## src/rtl/stack_pkg.sv

```systemverilog
// Shared definitions for the parameterised LIFO stack: default sizes,
// the per-cycle operation enum and the single priority decode function.
package stack_pkg;

    localparam int DEF_WIDTH = 8;
    localparam int DEF_DEPTH = 32;

    typedef enum logic [2:0] {
        OP_NONE,
        OP_PUSH,
        OP_POP,
        OP_TOS,
        OP_REPLACE,
        OP_CLEAR
    } op_t;

    // Reduce the raw request lines to exactly one operation per cycle.
    // clear beats everything; push+pop replaces the top unless the stack
    // is empty, in which case only the push survives; pop beats tos.
    function automatic op_t decode_op(input logic push,
                                      input logic pop,
                                      input logic tos,
                                      input logic clear,
                                      input logic empty);
        op_t op;
        op = OP_NONE;
        if (clear)
            op = OP_CLEAR;
        else if (push && pop)
            op = empty ? OP_PUSH : OP_REPLACE;
        else if (pop)
            op = OP_POP;
        else if (push)
            op = OP_PUSH;
        else if (tos)
            op = OP_TOS;
        return op;
    endfunction

endpackage

```

## src/rtl/stack_ram.sv

```systemverilog
// Storage array for the stack: one synchronous write port and one
// combinational read port. Contents are never reset.
module stack_ram
    import stack_pkg::*;
#(
    parameter int WIDTH = DEF_WIDTH,
    parameter int DEPTH = DEF_DEPTH,
    parameter int AW    = $clog2(DEPTH)
) (
    input  logic             clk,
    input  logic             we,
    input  logic [AW-1:0]    waddr,
    input  logic [WIDTH-1:0] wdata,
    input  logic [AW-1:0]    raddr,
    output logic [WIDTH-1:0] rdata
);

    logic [WIDTH-1:0] mem [DEPTH];

    // Write the addressed entry on the rising edge when enabled.
    always_ff @(posedge clk) begin
        if (we)
            mem[waddr] <= wdata;
    end

    assign rdata = mem[raddr];

endmodule

```

## src/rtl/param_stack.sv

```systemverilog
// LIFO stack controller: decodes requests into one operation per cycle,
// tracks occupancy, registers read data and keeps sticky error flags.
module param_stack
    import stack_pkg::*;
#(
    parameter int WIDTH = DEF_WIDTH,
    parameter int DEPTH = DEF_DEPTH,
    parameter int CNT_W = $clog2(DEPTH) + 1
) (
    input  logic             clk,
    input  logic             rst,
    input  logic [WIDTH-1:0] din,
    input  logic             push,
    input  logic             pop,
    input  logic             tos,
    input  logic             clear,
    output logic [WIDTH-1:0] dout,
    output logic             dout_valid,
    output logic [CNT_W-1:0] count,
    output logic             full,
    output logic             empty,
    output logic             overflow,
    output logic             underflow
);

    localparam int AW = $clog2(DEPTH);

    op_t              op;
    logic [AW-1:0]    cnt_lo;
    logic [AW-1:0]    top_addr;
    logic [AW-1:0]    waddr;
    logic [WIDTH-1:0] rdata;
    logic             we;
    logic             rd_en;
    logic             ovf_set;
    logic             unf_set;
    logic [CNT_W-1:0] count_nxt;

    assign full   = (count == CNT_W'(DEPTH));
    assign empty  = (count == '0);
    assign cnt_lo = count[AW-1:0];
    assign top_addr = cnt_lo - AW'(1);

    stack_ram #(
        .WIDTH (WIDTH),
        .DEPTH (DEPTH),
        .AW    (AW)
    ) u_ram (
        .clk   (clk),
        .we    (we),
        .waddr (waddr),
        .wdata (din),
        .raddr (top_addr),
        .rdata (rdata)
    );

    // Decode the cycle's operation and derive write, read, count and flag updates.
    always_comb begin
        op        = decode_op(push, pop, tos, clear, empty);
        we        = 1'b0;
        waddr     = cnt_lo;
        rd_en     = 1'b0;
        ovf_set   = 1'b0;
        unf_set   = 1'b0;
        count_nxt = count;
        case (op)
            OP_CLEAR: begin
                count_nxt = '0;
            end
            OP_REPLACE: begin
                we    = 1'b1;
                waddr = top_addr;
                rd_en = 1'b1;
            end
            OP_PUSH: begin
                rd_en   = tos && !pop && !empty;
                unf_set = pop;
                if (full) begin
                    ovf_set = 1'b1;
                end else begin
                    we        = 1'b1;
                    count_nxt = count + CNT_W'(1);
                end
            end
            OP_POP: begin
                if (empty) begin
                    unf_set = 1'b1;
                end else begin
                    rd_en     = 1'b1;
                    count_nxt = count - CNT_W'(1);
                end
            end
            OP_TOS: begin
                if (empty)
                    unf_set = 1'b1;
                else
                    rd_en = 1'b1;
            end
            default: begin
                count_nxt = count;
            end
        endcase
    end

    // Register occupancy, read data, the valid pulse and the sticky flags.
    always_ff @(posedge clk) begin
        if (rst) begin
            count      <= '0;
            dout       <= '0;
            dout_valid <= 1'b0;
            overflow   <= 1'b0;
            underflow  <= 1'b0;
        end else begin
            count      <= count_nxt;
            dout_valid <= rd_en;
            if (rd_en)
                dout <= rdata;
            if (op == OP_CLEAR) begin
                overflow  <= 1'b0;
                underflow <= 1'b0;
            end else begin
                overflow  <= overflow | ovf_set;
                underflow <= underflow | unf_set;
            end
        end
    end

endmodule
```

## config.mk

```make
export PLATFORM = sky130hd
export DESIGN_NAME = param_stack
export DESIGN_NICKNAME = d
export VERILOG_FILES = /design/src/rtl/stack_pkg.sv /design/src/rtl/stack_ram.sv /design/src/rtl/param_stack.sv
export SDC_FILE = /design/constraint.sdc
export NUM_CORES = 1
export LEC_CHECK = 0
export ABC_AREA = 1
export CORE_UTILIZATION = 61
export CTS_CLUSTER_SIZE = 25
export DETAILED_ROUTE_END_ITERATION = 12
export GPL_TIMING_DRIVEN = 1
export HOLD_SLACK_MARGIN = 0.1
export PLACE_DENSITY_LB_ADDON = 0.25
export SYNTH_ARGS = -nofsm -noshare
export SYNTH_HDL_FRONTEND = slang
export SYNTH_SLANG_ARGS = --single-unit
export TNS_END_PERCENT = 10
```

## constraint.sdc

```tcl
create_clock -name clk -period 4 [get_ports clk]
set_clock_uncertainty 0.05 [all_clocks]
set_input_delay 0.4 -clock clk [delete_from_list [all_inputs] [get_ports clk]]
set_output_delay 0.4 -clock clk [all_outputs]
set_load 0.01 [all_outputs]
```

**Word-level counts from Yosys, hierarchy flattened**

Memories as Yosys holds them, arrays and structs flattened. A register that Yosys moved wholly into a read port is not among the register bits.
Index checks and enable logic that the tools add are counted.

- Bits in writable memories: 256
- Register bits after elaboration: 9
- Memories kept: 1
- Output and inout port bits: 19

- Bitwise operators: 2
- Add/subtract/negate cells: 3
- Equal/unequal tests: 8
- Reduce and logical (&&, ||, !) cells: 10
- Muxes and demuxes: 20

Memory list:

| memory | words | bits a word | rd ports | clocked after memory_dff | write ports | RTL line | RTL |
|---|---|---|---|---|---|---|---|
| u_ram.mem | 32 | 8 | 1 | 1 | 1 | stack_ram.sv:18 | `logic [WIDTH-1:0] mem [DEPTH];` |

Operator list:

| kind | count |
|---|---|
| $pmux W6 S3 | 1 |
| $mux W6 | 2 |
| $mux W3 | 3 |
| $mux W1 | 7 |
| $add A6 B1 Y6 const B | 1 |
| $eq A3 B2 Y1 const B | 2 |
| $eq A3 B3 Y1 const B | 2 |
| $eq A6 B6 Y1 const B | 1 |
| $logic_not A6 Y1 | 1 |
| $mux W2 | 3 |
| $sub A6 B1 Y6 const B | 1 |
| $mux W5 | 1 |
| $sub A5 B1 Y5 const B | 1 |
| $ne A2 B2 Y1 const B | 2 |
| $pmux W1 S2 | 2 |
| $reduce_or A2 Y1 | 2 |
| $eq A3 B1 Y1 const B | 1 |
| $logic_and A1 B1 Y1 | 3 |
| $pmux W1 S3 | 1 |
| $reduce_and A3 Y1 | 1 |
| $reduce_bool A3 Y1 | 1 |
| $logic_not A1 Y1 | 2 |
| $or A1 B1 Y1 | 2 |

**Depth between registers and ports, before layout**

Gate-level depths: netlist of run 1.

- Depth after elaboration: 9
- Gate-level depth with buffers: 17
- Gate-level depth less buffers: 14

**Cells and area by module**

From an unflattened synthesis of run 1, not the netlist that was laid out.

- Cells, all modules: 1,085
- Area total of the unflattened synthesis: 11,790.1 um2

Modules (own cells, without submodules):

| module | cells each | seq. area each (um2) | area each (um2) | instances |
|---|---|---|---|---|
| stack_ram | 914 | 7,687.4 | 10,626.4 | 1 |
| param_stack | 171 | 340.3 | 1,163.6 | 1 |

**Least setup slack after synthesis of run 1**

No wires, ideal clock.

- Path type: reg2reg
- Start: register count[0]
- End: memory u_ram.mem[0][0] (netlist bit) (enable)
- Period minus slack after synthesis: 3.042 ns
- Data arrival time: 2.622 ns
- Stages on the path, launching flop included: 12
- Data required time: 3.580 ns
- Slack: 0.958 ns
- Path buffers: 3
- Cells stage by stage: dfxtp_1 buf_2 inv_2 buf_2 clkbuf_1 ha_1 nand3_4 nand2_1 o2111ai_2 o21ai_2 nand3_2 nor2_1

- Cells in the longest elaborated chain, start to end: 8
- Elaborated cells on any way between the ends: 13
- Classes of those cells: add/sub: 1; eq/ne: 3; mux: 8; reduce/logical: 1

Ends and longest elaborated chain:

| element | RTL line | RTL |
|---|---|---|
| start: declaration | param_stack.sv:19 | `output logic [CNT_W-1:0] count,` |
| start signal: assignment | param_stack.sv:114 | `count <= count_nxt;` |
| $logic_not A6 Y1 | param_stack.sv:40 | `assign empty = (count == '0);` |
| $mux W3 | stack_pkg.sv:30 | `op = empty ? OP_PUSH : OP_REPLACE;` |
| $mux W3 | stack_pkg.sv:29 | `else if (push && pop)` |
| $mux W3 | stack_pkg.sv:27 | `if (clear)` |
| $eq A3 B1 Y1 or $eq A3 B3 Y1 (tied branches) | param_stack.sv:66 | `case (op)` |
| $pmux W1 S2 | param_stack.sv:66 |  |
| $mux W1 | stack_ram.sv:22 | `if (we)` |
| $mux W1 (not written as such) | stack_ram.sv:23 | `mem[waddr] <= wdata;` |
| end: declaration | stack_ram.sv:18 |  |

Several ways; a longest one is shown, not always the timed one.

**Final worst setup path of run 1**

- Start: register count[0]
- End: output port count[0]

No word-level cell between the ends.

==> results of run 1 <==
[per-stage QoR]
stage | utilization | cell area (um^2)
after floorplan | - | 11600
after global placement | 0.643 | 12000
after detailed placement | 0.643 | 12000
after CTS | 0.684 | 12800
after global routing | 0.684 | 12800
final | 0.684 | 12800
[cells in the final DEF (no fill, tap or decap)]
master,netlist,final
nor2_2,1,1
nand3b_2,1,1
nand3_1,109,109
inv_6,0,1
dfxtp_1,17,16
clkbuf_1,28,6
a21oi_1,15,15
nand2_2,2,2
buf_4,2,8
o2111ai_2,1,1
xor2_2,2,2
clkinv_1,0,9
nor3_2,1,1
clkdlybuf4s50_1,0,24
edfxtp_1,256,256
ha_2,0,1
nand2_1,116,116
inv_2,3,2
clkinv_2,0,6
o21ai_2,4,4
inv_1,37,37
o21bai_1,1,1
xnor2_2,1,1
o21ai_0,129,129
xor2_4,1,1
nor2_4,1,1
dfxtp_4,0,1
nor3_1,2,2
xor2_1,2,2
clkbuf_16,0,27
o21ai_1,2,2
xnor2_1,3,3
nand4_1,4,4
fa_1,1,1
nand3_4,1,1
buf_2,17,8
nand3_2,5,5
ha_1,5,4
nor2_1,287,287
[flip-flops by register name, indices dropped and copies added (netlist names)]
name,flops
dout_valid,1
dout,8
u_ram.mem,256
count,6
underflow,1
overflow,1
[critical path, delay by kind of cell, from the launching register on]
kind | cells | cell delay, ps
flops | 1 | 340
buf+inv | 3 | 1870
[worst paths after layout]
kind                           end     start  slack [ps]  cells after the start
setup / recovery          count[0]  count[0]         770                      3
hold / removal            overflow  overflow         420                      2
setup reg to reg  u_ram.mem[21][4]  count[1]         910                      8
hold reg to reg           overflow  overflow         420                      2
[layout make-up]
type,count,area [um^2]
flip-flops and latches,273,8030
fillers,1356,5920
multi-input cells,697,3210
clock buffers,33,698
repair buffers,40,340
well taps,234,293
inverters,40,151
clock inverters,15,67.6
[per-layer routing]
metal | share of wire | GRT usage | vias to the layer above
met3 | 0.090 | 0.0407 | 63
met4 | 0.029 | 0.101 | 0
met2 | 0.48 | 0.476 | 443
li1 | - | - | 3705
met5 | 0 | 0 | -
met1 | 0.40 | 0.408 | 3814
[logic make-up (layout without fill, tap and decap cells)]
logic type               Yosys count  after routing  share of synthesized area
AO/OA/AOI/OAI                    152            152                     0.0679
XOR/XNOR                           9              9                     0.0103
adder cells (fa/ha/maj)            6              6                    0.00711
buffers and inverters             93            128                     0.0332
flip-flops                       273            273                      0.691
AND/OR/NAND/NOR                  530            530                      0.190
[power breakdown]
group	internal [mW]	leakage [nW]	switching, mW
combinational	0.242	1.72	0.612
clock	1.23	0.378	1.02
sequential	3.15	2.44	0.0141
total	4.62	4.54	1.64
==> results_dict.tcl, run 1 <==
set metrics [dict create \
    gp_congestion 0.871 \
    grt_pass1_vias 7759 \
    grt_pass1_wl_mm 42.9 \
    finalNonFillerCells 1332 \
    cts_root_buf "clkbuf_16" \
    drt.antenna.violating_nets 0 \
    cts_buffers 27 \
    yosys_most_used_dff "edfxtp_1" \
    cp_slowest_cell "buf_4" \
    cts_setup_buffers 0 \
    synthArstFlopShare 0 \
    drc_errors 0 \
    cts.htree.levels 1 \
    worstSetupPathType "flip-flop to output pin" \
    finalHoldViolations 0 \
    grt_overflow_total 0 \
    p_leak_nw 4.54 \
    cp-end-kind "output pin" \
    synth_area_per_cell_um2 10.9 \
    placed_cells 1284 \
    initial_core_util 0.621 \
    setup-violations-final 0 \
    power_density_nw_per_um2 490 \
    wire_per_inst_um 20.8 \
    hold_buffers 0 \
    grt_max_degree 77 \
    yosysUniqueCellTypes 34 \
    critPathLaunchType "flip-flop" \
    drive_above_1_share 0.0683 \
    maxCapViolCount 0 \
    nets 1099 \
    cts.clk_slew.worst_paths_ps 60 \
    post-dp-hpwl_mm 16.5 \
    vias_per_cell 6.02 \
    post-route-period-util 0.807 \
    core_um2 18700 \
    yosysMostFrequentCell "nor2_1" \
    clk_latency_ps 540 \
    fmax_mhz 310 \
    drt-total-wl_mm 27.7 \
    dieArea_um2 19600 \
    synth_common_cells "nor2_1 (287), edfxtp_1 (256), o21ai_0 (129)" \
    crit_top_cell "buf_4" \
    cts_resized 0 \
    rows 50 \
    setup_slack_ps 770 \
    synth_edf_count 256 \
    slew_headroom 0.267 \
    period_minus_slack_ps 3230 \
    critical_path_arrival_ps 2780 \
    hold_ws_ps 422 \
    power_mw 6.27 \
    portBuffers 32 \
    synth_area_um2 11600 \
    peakVddDrop_mv 0.321 \
    status "completed" \
    ys_seq_area_frac 0.691 \
    path_cells "buf_4 > buf_4 > clkdlybuf4s50_1" \
    clock_path_buffers 3 \
    yosys.area.top_type "edfxtp_1" \
    cts_sinks 273 \
    fp.dieH_um 140 \
    cts_tree "done" \
    maxSlewViolCount 0 \
    dr_total_vias 8025 \
    synth_top_area_frac 0.662 \
    fp.dieW_um 140 \
    yosysWarningCount 0 \
    crit_required_ps 3550 \
    synth_area_leaders "edfxtp_1 (66%), nor2_1 (9.3%), o21ai_0 (5.6%)" \
    worst_slew_pin_slew_ps 1100 \
    netlist_instances 1063 \
    ys_seq_elements 273 \
    pre_cts_ws_ps 525 \
    area_growth_pct 10.1 \
    synth_fp_nets 1083 \
    critPathMaxStageDelay_ps 730 \
    cp_max_fo 76 \
    antennaDiodeCount 0 \
    pin_count 33 \
    first_pass_iters 6 \
    drtIter0Drc 1046 \
    gr-usage-all-layers 0.292 \
    tns_ps 0 \
    antenna_found_initial 0 \
    rsz0062_at_grt "no" \
    hp-class "flip-flop to flip-flop" \
]
Note: power is estimated with default switching activity, not from simulation.
==> run 2: changes to the inputs <==
CORE_UTILIZATION = 55   (was 61)
clock period = 2.8 ns   (was 4 ns; I/O delays follow)
==> results_dict.tcl, run 2 (same netlist as run 1, synthesis figures left out) <==
set metrics [dict create \
    status "completed" \
    multiInputGateArea_um2 3500 \
    hold_buffers 0 \
    ff2ff_setup_slack_ps 210 \
    rsz0062_at_grt "no" \
    portBuffers 32 \
    period_minus_slack_ps 2590 \
    grt_pass1_wl_mm 44.0 \
    drt-total-wl_mm 28.5 \
    hp-class "flip-flop to flip-flop" \
    maxCapViolCount 0 \
    grt_pass1_vias 7857 \
    drive_above_1_share 0.119 \
    post-route-period-util 0.924 \
    layout_commonest_cell "edfxtp_1" \
    setup-violations-final 0 \
    cts_setup_buffers 0 \
    cp_max_fo 8 \
    reg2reg_from "count[0]" \
    tns_ps 0 \
    maxSlewViolCount 0 \
    pre_cts_ws_ps 50.2 \
    largest_reg_flops 256 \
    fmax_mhz 386 \
    area_growth_pct 15.8 \
    crit_required_ps 2970 \
    worstSetupPathType "flip-flop to flip-flop" \
    regMostFlops "u_ram.mem" \
    fp.dieW_um 147 \
    initial_core_util 0.567 \
    layout_common_cells "edfxtp_1 (256), nor2_1 (255), o21ai_0 (129), nand2_1 (116), nand3_1 (109)" \
    grt_max_degree 133 \
    pin_count 33 \
    drc_errors 0 \
    antenna_found_initial 0 \
    p_leak_nw 4.71 \
    fp.dieH_um 147 \
    fillers 1614 \
    seqCellArea_um2 8030 \
    setup_slack_ps 212 \
    clock_path_buffers 3 \
    worst_slew_pin_slew_ps 671 \
    antennaDiodeCount 0 \
    core_um2 20500 \
    grt_overflow_total 0 \
    cts_resized 0 \
    dieArea_um2 21700 \
    dr_total_vias 8144 \
    cts.clk_slew.worst_paths_ps 60 \
    gr-usage-all-layers 0.271 \
    gp_congestion 0.875 \
    rr_worst_depth 10 \
    nets 1131 \
    critPathCapture "u_ram.mem[25][6]" \
    slew_headroom 0.553 \
    critical_path_arrival_ps 2760 \
    wire_per_inst_um 20.3 \
    finalHoldViolations 0 \
    cp-end-kind "flip-flop" \
    cts_root_buf "clkbuf_16" \
    rr_endpoint "u_ram.mem[25][6]" \
    power_density_nw_per_um2 675 \
    clk_latency_ps 530 \
    reg_top3 "u_ram.mem: 256 flops, dout: 8 flops, count: 6 flops" \
    peakVddDrop_mv 0.498 \
    cts_sinks 273 \
    vias_per_cell 5.81 \
    post-dp-hpwl_mm 17.4 \
    first_pass_iters 6 \
    drt.antenna.violating_nets 0 \
    cts_tree "done" \
    cts_buffers 27 \
    critPathLaunch "count[0]" \
    drtIter0Drc 904 \
    rows 52 \
    critPathLaunchType "flip-flop" \
    cts.htree.levels 1 \
]
## run 2: changes by cell type in the layout (fill, tap and decap cells not counted), moves of 8 or more
cell	previous run	this run
buf_2	8	0
buf_4	8	38
clkdlybuf4s50_1	24	32
nor2_1	287	255
nor2_4	1	33
## run 2: power breakdown
group,leakage (nW),switching (mW),total (mW),internal [mW]
logic,1.89,0.932,1.34,0.412
clock network,0.378,1.45,3.22,1.76
registers,2.44,0.0139,4.51,4.50
## run 2: final cells by class
type / instances / share of cell area
repair buffers: 72 / 0.0480
clock buffers: 32 / 0.0516
inverters: 40 / 0.0113
flip-flops and latches: 273 / 0.597
well taps: 270 / 0.0251
clock inverters: 17 / 0.00651
multi-input cells: 697 / 0.261
## run 2: how the worst min path moves through the flow
stage / from / endpoint / slack [ps] / cells past startpoint
4_1_cts: rst / count[5] / 430 / 2
6_report: overflow / overflow / 430 / 2
2_1_floorplan: rst / count[1] / 300 / 1
3_5_place_dp: overflow / overflow / 430 / 2
3_3_place_gp: overflow / overflow / 410 / 2
5_1_grt: overflow / overflow / 470 / 2
## run 2: layer usage
layer	part of all wire	global-route usage	up-vias
li1	-	-	3775
met1	0.42	0.388	3884
met2	0.45	0.418	417
met3	0.094	0.0528	68
met4	0.030	0.0948	0
met5	0	0	-
## run 2: worst max-delay path, stage by stage (launching register included)
cell	delay, ps
dfxtp_4	360
clkinv_2	90
ha_4	200
nand3_4	120
nand3_2	170
buf_4	220
o21ai_2	210
inv_2	50
nor2_1	120
nand2_1	330
nor2_4	350
## run 2: through the flow
step	area [um^2]	hold WS (ps)	cells	power [mW]	util
after CTS	13500	433	1401	9.09	0.656
after global placement	12700	408	1352	5.90	0.618
final	13500	432	1401	9.08	0.656
after global routing	13500	472	1401	9.39	0.656
after floorplan	11900	299	1063	5.43	-
after detailed placement	12700	432	1352	5.92	0.618
